===== src/rtl/cnn_pool_pkg.sv =====
// Shared definitions for the CNN pooling path: pooling modes and width helpers.
package cnn_pool_pkg;

  typedef enum logic {
    MODE_MAX = 1'b0,
    MODE_AVG = 1'b1
  } pool_mode_e;

  function automatic int clog2(input int value);
    int result;
    result = 0;
    while ((1 << result) < value) result++;
    return result;
  endfunction

  // AVG needs headroom for the sum of POOL*POOL samples; MAX keeps the native width.
  function automatic int acc_width(input int data_w, input int pool, input int mode);
    return (mode == int'(MODE_AVG)) ? data_w + 2 * clog2(pool) : data_w;
  endfunction

endpackage


===== src/rtl/pool_lane.sv =====
// One pooling lane: horizontal accumulator, per-window-column line buffer and OP/FIN datapath.
module pool_lane
  import cnn_pool_pkg::*;
#(
  parameter int DATA_W = 8,
  parameter int NWIN   = 14,
  parameter int WC_W   = 4,
  parameter int POOL   = 2,
  parameter int MODE   = 0,
  parameter int SIGNED = 1
) (
  input  logic              clk,
  input  logic              rst,
  input  logic              accept,
  input  logic              px0,
  input  logic              px_end,
  input  logic              py0,
  input  logic              py_end,
  input  logic [WC_W-1:0]   wc,
  input  logic [DATA_W-1:0] x,
  output logic [DATA_W-1:0] result,
  output logic              load
);

  localparam int ACC_W = acc_width(DATA_W, POOL, MODE);
  localparam int SHIFT = (MODE == int'(MODE_AVG)) ? 2 * clog2(POOL) : 0;

  logic [ACC_W-1:0]        acc;
  logic [ACC_W-1:0]        x_ext;
  logic [ACC_W-1:0]        h;
  logic [ACC_W-1:0]        v;
  logic [ACC_W-1:0]        line_rd;
  logic signed [ACC_W-1:0] v_signed;
  logic [ACC_W-1:0]        line_buf [NWIN];

  function automatic logic [ACC_W-1:0] op(input logic [ACC_W-1:0] a, input logic [ACC_W-1:0] b);
    logic ge;
    if (MODE == int'(MODE_AVG)) return a + b;
    ge = (SIGNED != 0) ? ($signed(a) >= $signed(b)) : (a >= b);
    return ge ? a : b;
  endfunction

  always_comb begin
    x_ext = {ACC_W{(SIGNED != 0) && x[DATA_W-1]}};
    x_ext[DATA_W-1:0] = x;
  end

  assign line_rd  = line_buf[wc];
  assign h        = px0 ? x_ext : op(acc, x_ext);
  assign v        = py0 ? h : op(line_rd, h);
  assign v_signed = v;

  // Arithmetic shift floors toward -inf for signed averages.
  assign result = (SIGNED != 0) ? DATA_W'(v_signed >>> SHIFT) : DATA_W'(v >> SHIFT);
  assign load   = accept && px_end && py_end;

  always_ff @(posedge clk) begin
    if (rst) begin
      acc <= '0;
    end else if (accept) begin
      acc <= h;
    end
  end

  always_ff @(posedge clk) begin
    if (accept && px_end && !py_end) begin
      line_buf[wc] <= v;
    end
  end

endmodule


===== src/rtl/maxpool_stream.sv =====
// Streaming POOLxPOOL / stride-POOL max or average pooling over a raster-order valid/ready stream.
module maxpool_stream
  import cnn_pool_pkg::*;
#(
  parameter int DATA_W   = 8,
  parameter int CHANNELS = 1,
  parameter int IMG_W    = 28,
  parameter int IMG_H    = 28,
  parameter int POOL     = 2,
  parameter int MODE     = 0,
  parameter int SIGNED   = 1
) (
  input  logic                         clk,
  input  logic                         rst,
  input  logic                         s_valid,
  output logic                         s_ready,
  input  logic [CHANNELS*DATA_W-1:0]   s_data,
  output logic                         m_valid,
  input  logic                         m_ready,
  output logic [CHANNELS*DATA_W-1:0]   m_data,
  output logic                         m_last
);

  localparam int NWIN = IMG_W / POOL;
  localparam int NROW = IMG_H / POOL;
  localparam int PX_W = (clog2(POOL) > 0) ? clog2(POOL) : 1;
  localparam int WC_W = (clog2(NWIN) > 0) ? clog2(NWIN) : 1;
  localparam int RW_W = (clog2(NROW) > 0) ? clog2(NROW) : 1;

  if ((IMG_W % POOL) != 0 || (IMG_H % POOL) != 0 || POOL < 2 || (POOL & (POOL - 1)) != 0) begin : g_bad_params
    $error("maxpool_stream: IMG_W/IMG_H must be multiples of POOL and POOL a power of two >= 2");
  end

  logic [PX_W-1:0]            px;
  logic [PX_W-1:0]            py;
  logic [WC_W-1:0]            wc;
  logic [RW_W-1:0]            prow;
  logic                       accept;
  logic                       px0;
  logic                       px_end;
  logic                       py0;
  logic                       py_end;
  logic                       wc_end;
  logic                       prow_end;
  logic                       load;
  logic [CHANNELS-1:0]        loads;
  logic [CHANNELS*DATA_W-1:0] results;

  assign s_ready  = !m_valid || m_ready;
  assign accept   = s_valid && s_ready;
  assign px0      = (px == '0);
  assign px_end   = (px == PX_W'(POOL - 1));
  assign py0      = (py == '0);
  assign py_end   = (py == PX_W'(POOL - 1));
  assign wc_end   = (wc == WC_W'(NWIN - 1));
  assign prow_end = (prow == RW_W'(NROW - 1));

  // col = wc*POOL+px and row = prow*POOL+py, so wraps cascade px -> wc -> py -> prow.
  always_ff @(posedge clk) begin
    if (rst) begin
      px   <= '0;
      py   <= '0;
      wc   <= '0;
      prow <= '0;
    end else if (accept) begin
      if (!px_end) begin
        px <= px + 1'b1;
      end else begin
        px <= '0;
        if (!wc_end) begin
          wc <= wc + 1'b1;
        end else begin
          wc <= '0;
          if (!py_end) begin
            py <= py + 1'b1;
          end else begin
            py   <= '0;
            prow <= prow_end ? '0 : prow + 1'b1;
          end
        end
      end
    end
  end

  for (genvar i = 0; i < CHANNELS; i++) begin : g_lane
    pool_lane #(
      .DATA_W (DATA_W),
      .NWIN   (NWIN),
      .WC_W   (WC_W),
      .POOL   (POOL),
      .MODE   (MODE),
      .SIGNED (SIGNED)
    ) u_lane (
      .clk    (clk),
      .rst    (rst),
      .accept (accept),
      .px0    (px0),
      .px_end (px_end),
      .py0    (py0),
      .py_end (py_end),
      .wc     (wc),
      .x      (s_data[i*DATA_W +: DATA_W]),
      .result (results[i*DATA_W +: DATA_W]),
      .load   (loads[i])
    );
  end

  assign load = |loads;

  always_ff @(posedge clk) begin
    if (rst) begin
      m_valid <= 1'b0;
      m_data  <= '0;
      m_last  <= 1'b0;
    end else if (load) begin
      m_valid <= 1'b1;
      m_data  <= results;
      m_last  <= wc_end && prow_end;
    end else if (m_ready) begin
      m_valid <= 1'b0;
    end
  end

endmodule


===== config.mk =====
export PLATFORM = sky130hd
export DESIGN_NAME = maxpool_stream
export DESIGN_NICKNAME = d
export VERILOG_FILES = /design/src/rtl/cnn_pool_pkg.sv /design/src/rtl/pool_lane.sv /design/src/rtl/maxpool_stream.sv
export SDC_FILE = /design/constraint.sdc
export NUM_CORES = 1
export LEC_CHECK = 0
export CAP_MARGIN = 25
export CORE_ASPECT_RATIO = 1.25
export CORE_MARGIN = 4
export CORE_UTILIZATION = 40
export DETAILED_ROUTE_END_ITERATION = 8
export GPL_TIMING_DRIVEN = 0
export SLEW_MARGIN = 20
export SYNTH_ARGS = -nofsm -noshare
export SYNTH_HDL_FRONTEND = slang
export SYNTH_SLANG_ARGS = --single-unit
export TNS_END_PERCENT = 100

===== constraint.sdc =====
create_clock -name clk -period 5.5 [get_ports clk]
set_clock_uncertainty 0.15 [all_clocks]
set_input_delay 1.1 -clock clk [delete_from_list [all_inputs] [get_ports clk]]
set_output_delay 1.1 -clock clk [all_outputs]
set_load 0.01 [all_outputs]

; ---- After elaboration in Yosys (flattened, before gate mapping)
; Memory sizes are Yosys's and may differ from the RTL's. A register that Yosys moved wholly into a read port is not among the register bits.
; Cells that the tools add are included.
[word_totals]
register_bits = 28
latch_bits = 0
ramBits = 112
rom_bits = 0
input_bits = 12
out_inout_bits = 11
elab_cells = 43
n_memories = 1
[mem_list]
columns = memory, words, width, rd, rd_clocked_by_memory_dff, write_ports, line_no
row1 = g_lane[0].u_lane.line_buf, 14, 8, 1, 1, 1, pool_lane.sv:34  ; logic [ACC_W-1:0] line_buf [NWIN];
[op_classes]
n_addsub = 4
mul = 0
div = 0
n_lt_le_gt_ge = 2
eq_ne = 2
shifts = 0
mux = 14
bitwise_logic = 0
n_reduce_logical = 12
[ops]
columns = cell, n
row1 = two-way mux 8 bit, 4
row2 = >= comparator 8 bit, 2
row3 = two-way mux 4 bit, 4
row4 = adder 4 x 1 -> 4 bit (second input constant), 2
row5 = == test 4 bit (second input constant), 2
row6 = two-way mux 1 bit, 6
row7 = logical AND 1 bit, 5
row8 = AND reduction 4 bit, 1
row9 = AND reduction 3 bit, 1
row10 = adder 1 bit (second input constant), 2
row11 = zero test 1 bit, 2
row12 = AND reduction 2 bit, 1
row13 = nonzero test 2 bit, 1
row14 = logical OR 1 bit, 1

; ---- Logic depth before layout (Yosys ltp)
[logic_depth]
word_depth = 7
ltp_mapped = 16

; ---- Cells and area by module
; A second synthesis with hierarchy kept.
[unflattened]
hier_cells = 445
area_unflattened_um2 = 6457.4
[by_module_without_submodules]
columns = mod, instances, cells_each, area_per_inst_um2, seq_area_each_um2
row1 = pool_lane, 1, 349, 5547.8, 3523.4
row2 = maxpool_stream, 1, 96, 909.6, 400.4

; ---- Least setup slack after synthesis
; OpenSTA, ideal clock, no wires.
[synth_timing]
path_kind = input -> register
from = in s_data[2]
to = mem g_lane[0].u_lane.line_buf[0][3] (netlist bit) (data pin)
setup_time_ns = 0.281
arrival_ns = 4.123
t_required_ns = 5.069
slack_ns = 0.946
path_stages = 15
path_cell_list = inv_1 -> ha_1 -> and3_1 -> o21ai_0 -> a311o_1 -> a21boi_0 -> nor2_1 -> ha_1 -> nor4b_1 -> o21ai_0 -> a41o_1 -> nand2_1 -> clkbuf_1 -> nor2_1 -> a21oi_1
[synth_between]
elab_chain_len = 6
[synth_lines]
columns = element, line_no
row1 = start: declaration, maxpool_stream.sv:17  ; input logic [CHANNELS*DATA_W-1:0] s_data,
row2 = >= comparator 8 bit, pool_lane.sv:39  ; ge = (SIGNED != 0) ? ($signed(a) >= $signed(b)) : (a >= b);
row3 = two-way mux 8 bit, pool_lane.sv:40  ; return ge ? a : b;
row4 = two-way mux 8 bit (*), pool_lane.sv:49  ; assign h = px0 ? x_ext : op(acc, x_ext);
row5 = >= comparator 8 bit, pool_lane.sv:39
row6 = two-way mux 8 bit, pool_lane.sv:40
row7 = two-way mux 8 bit (*), pool_lane.sv:50  ; assign v = py0 ? h : op(line_rd, h);
row8 = via g_lane[0].u_lane.result[3], pool_lane.sv:21  ; output logic [DATA_W-1:0] result,
row9 = end: declaration, pool_lane.sv:34
; Mark *: on every way through the listed nets, which the timed path passes. The rest lies on a longest branch.

; ---- Final worst setup path
[layout_timing]
from = in s_data[1]
to = mem g_lane[0].u_lane.line_buf[13][6] (netlist bit) (data pin)
; Same word-level chain as after synthesis.

==> out/metrics.cfg <==
[routing]
drc = 0
drtAntennaViolNets = 0
wl_per_cell_microns = 18.7
drtIter0Drc = 284
finalWirelength_microns = 13300
vias = 3705
vias_per_cell = 5.24
drt_first_pass_iters = 5

[logic_synthesis]
synth_warnings = 0
synth.top_cell.area_share = 0.537
synth-async-reset-ratio = 0
netlist_instances = 443
yosysSeqAreaShare = 0.639
synth_seq_cells = 144
yosys-top-cells-area = edfxtp_1, dfxtp_1, mux4_2
yosysUniqueCellTypes = 52
ys.flop_type = edfxtp_1
syn_avg_cell_area_sq_um = 14.2
synth_edf_count = 112
synth.largest_area_cell = edfxtp_1
synth_nets = 471
synth_area_sq_mm = 0.00627

[pwr]
powerDensity_mw_per_mm2 = 338
internal_power_mw = 1.92
power_frac_seq = 0.481
switchingPower_uw = 596
p_sw_frac = 0.237
ir_drop_mv = 0.188
clkPwrFrac = 0.439
leakagePower_nw = 2.44
pwr-share-comb = 0.080

[worst_setup_path]
ff2ff_path_depth = 14
path_cells = clkdlybuf4s50_1 -> inv_1 -> ha_1 -> and3_1 -> o21ai_0 -> a311o_1 -> a21boi_0 -> nor2_2 -> ha_1 -> nand2_1 -> o21ai_0 -> a41o_1 -> nand2_1 -> clkbuf_2 -> a21oi_2
crit_path_max_incr_delay_ps = 670
worstSetupPathType = in2reg
endpoint_kind = flip-flop
critPathTopFamily = compound AO/OA/AOI/OAI gates
rrSetupSlack_ps = 1140
cp_num_cells = 15
cp_slowest_cell = a21oi_2
reg2reg_from = g_lane[0].u_lane.acc[0]
critPathLaunch = s_data[1]
cp.arrival_ps = 5200
cp-start-kind = input pin
crit_required_ps = 5460
path_max_fanout = 14
crit_buf_inv = 3

[timing]
worst_hold_slack_ps = 308
worst_pin_slew_ps = 833
slew_headroom = 0.443
hold_viol = 0
setup_viol = 0
finalCritPeriodShare = 0.953
drv_slew = 0
timing.fmax_mhz = 191
fin_crit_ps = 5240

[run]
cap_violations = 0

[placed_design]
dp_cells = 674
gp_congestion = 0.814
io_buffers = 21
dp_hpwl_microns = 9350

[worst_hold_path]
min_from = m_last
hold_path_class = reg2reg
hold_path_depth = 2

[clock_network]
cts_sinks = 144
cts_made_buffers = 17
cts.path.max_buffers = 2
root_buffer = clkbuf_16
path_clk_slew_ps = 60
cts_hold_buf = 0
cts-htree-levels = 4
cts_tree = done
insertion_delay_ps = 420

[global_routing]
grt_pass1_vias = 3825
grtUsageTotal = 0.156
grt_first_pass_wirelength_microns = 20800
antenna_found_initial = 0
grt_max_degree = 17
grt_remaining_overflow = 0

[floorplanning]
num_rows = 50
die_h_microns = 148
dieArea_sq_mm = 0.0178
start_util = 0.412
fp.dieW_microns = 120
core-area_sq_mm = 0.0152
ios = 23

[cells_and_area]
final_nets = 514
drive_gt1_frac = 0.176
area_growth_syn_to_layout_pct = 18.6
antenna_cells = 0
fillCellCount = 1300
final_cells = 707

[status]
status = complete, no violations

kinds of logic (layout without fill, tap and decap cells):
logic type,count (synthesis),in the layout,synth area share
buffers and inverters,42,98,0.0329
adders and majority gates,16,16,0.0319
AOI/OAI and AO/OA,82,82,0.0830
muxes,43,43,0.122
DFF,144,144,0.639
xor gates and xnor gates,4,4,0.00559
and+or+nand+nor,112,112,0.0854
final cells by class:
cell class	count	area, sq um	area share
tap	208	260	0.0350
timing repair buffer	24	243	0.0326
multi-input combinational	257	2150	0.289
clock buffer	17	425	0.0572
buffer	23	136	0.0183
inverter	19	71.3	0.00959
clock inverter	15	143	0.0192
sequential	144	4000	0.539
tightest hold or removal path: stages, from the launching register on:
cell and delay, ps:
dfxtp_1 310, nand2_1 50, a21oi_1 50
layout by cell type (no fill, tap or decap), types with 3 or more instances in the layout:
master           instances
dfxtp_1                 32
a21oi_4                  4
clkdlybuf4s50_1         21
nand2_1                 15
a31oi_1                  8
edfxtp_1               112
inv_6                    6
mux4_1                   7
nor3_1                   9
o21ai_0                 12
a211oi_1                16
buf_4                    3
nand3_1                 10
inv_1                   18
nor2b_1                  9
nor2_1                  42
mux2i_1                 11
clkbuf_1                 9
a21boi_0                 7
buf_2                    5
a21oi_1                 22
nor3_2                   5
mux4_2                  17
ha_1                    16
clkbuf_16               17
and3_1                   3
mux2_2                   8
and2_1                   3
nand2b_1                 3
power groups by stage:
stage	combinational (mW)	sequential (mW)	clock [mW]
after floorplan	0.131	1.23	0
after global placement	0.184	1.23	0
after detailed placement	0.194	1.23	0
after CTS	0.196	1.21	1.11
after global routing	0.224	1.21	1.16
final	0.202	1.21	1.10
worst paths after layout:
check | endpoint
hold / removal | m_last
setup / recovery | g_lane[0].u_lane.line_buf[13][6]
setup reg to reg | g_lane[0].u_lane.line_buf[13][6]
hold reg to reg | m_last
per-stage QoR:
stage               setup TNS [ps]  instance area [sq um]  power (mW)  utilization  worst slack (ps)
detailed placement          -39560                   6790        1.43        0.447              -793
global placement            -50180                   6740        1.42        0.443              -737
global route                 -71.1                   7430        2.60        0.489             -6.61
CTS                           -761                   7370        2.52        0.485             -43.1
finish                           0                   7430        2.51        0.489               260
floorplan                        0                   6270        1.36            -               946
synthesized netlist by cell type, types with 8 or more instances:
cell	count
a211oi_1	16
a21oi_1	27
a31oi_1	8
clkbuf_1	10
dfxtp_1	32
edfxtp_1	112
ha_1	16
inv_1	19
mux2_2	8
mux2i_1	11
mux4_2	17
nand2_1	15
nand3_1	10
nor2_1	43
nor2b_1	9
nor3_1	14
o21ai_0	13
state kept, by name, summed over array words and instances (netlist names), named ones only:
register,count
g_lane.u_lane.acc,8
py,1
m_valid,1
prow,4
m_data,8
m_last,1
wc,4
g_lane.u_lane.line_buf,112
px,1
layer usage:
layer | up-vias | global-route usage | part of all wire
met4 | 0 | 0.0602 | 0.020
met3 | 18 | 0.0348 | 0.040
met1 | 1825 | 0.183 | 0.41
met5 | - | 0 | 0
met2 | 75 | 0.278 | 0.53
li1 | 1787 | - | -
timing repair:
item                       CTS  global route
gates resized for setup      2            10
buffers inserted             0             1
gates cloned                 0             0
setup endpoints to repair   30            94
Note: power is estimated with default switching activity, not from simulation.
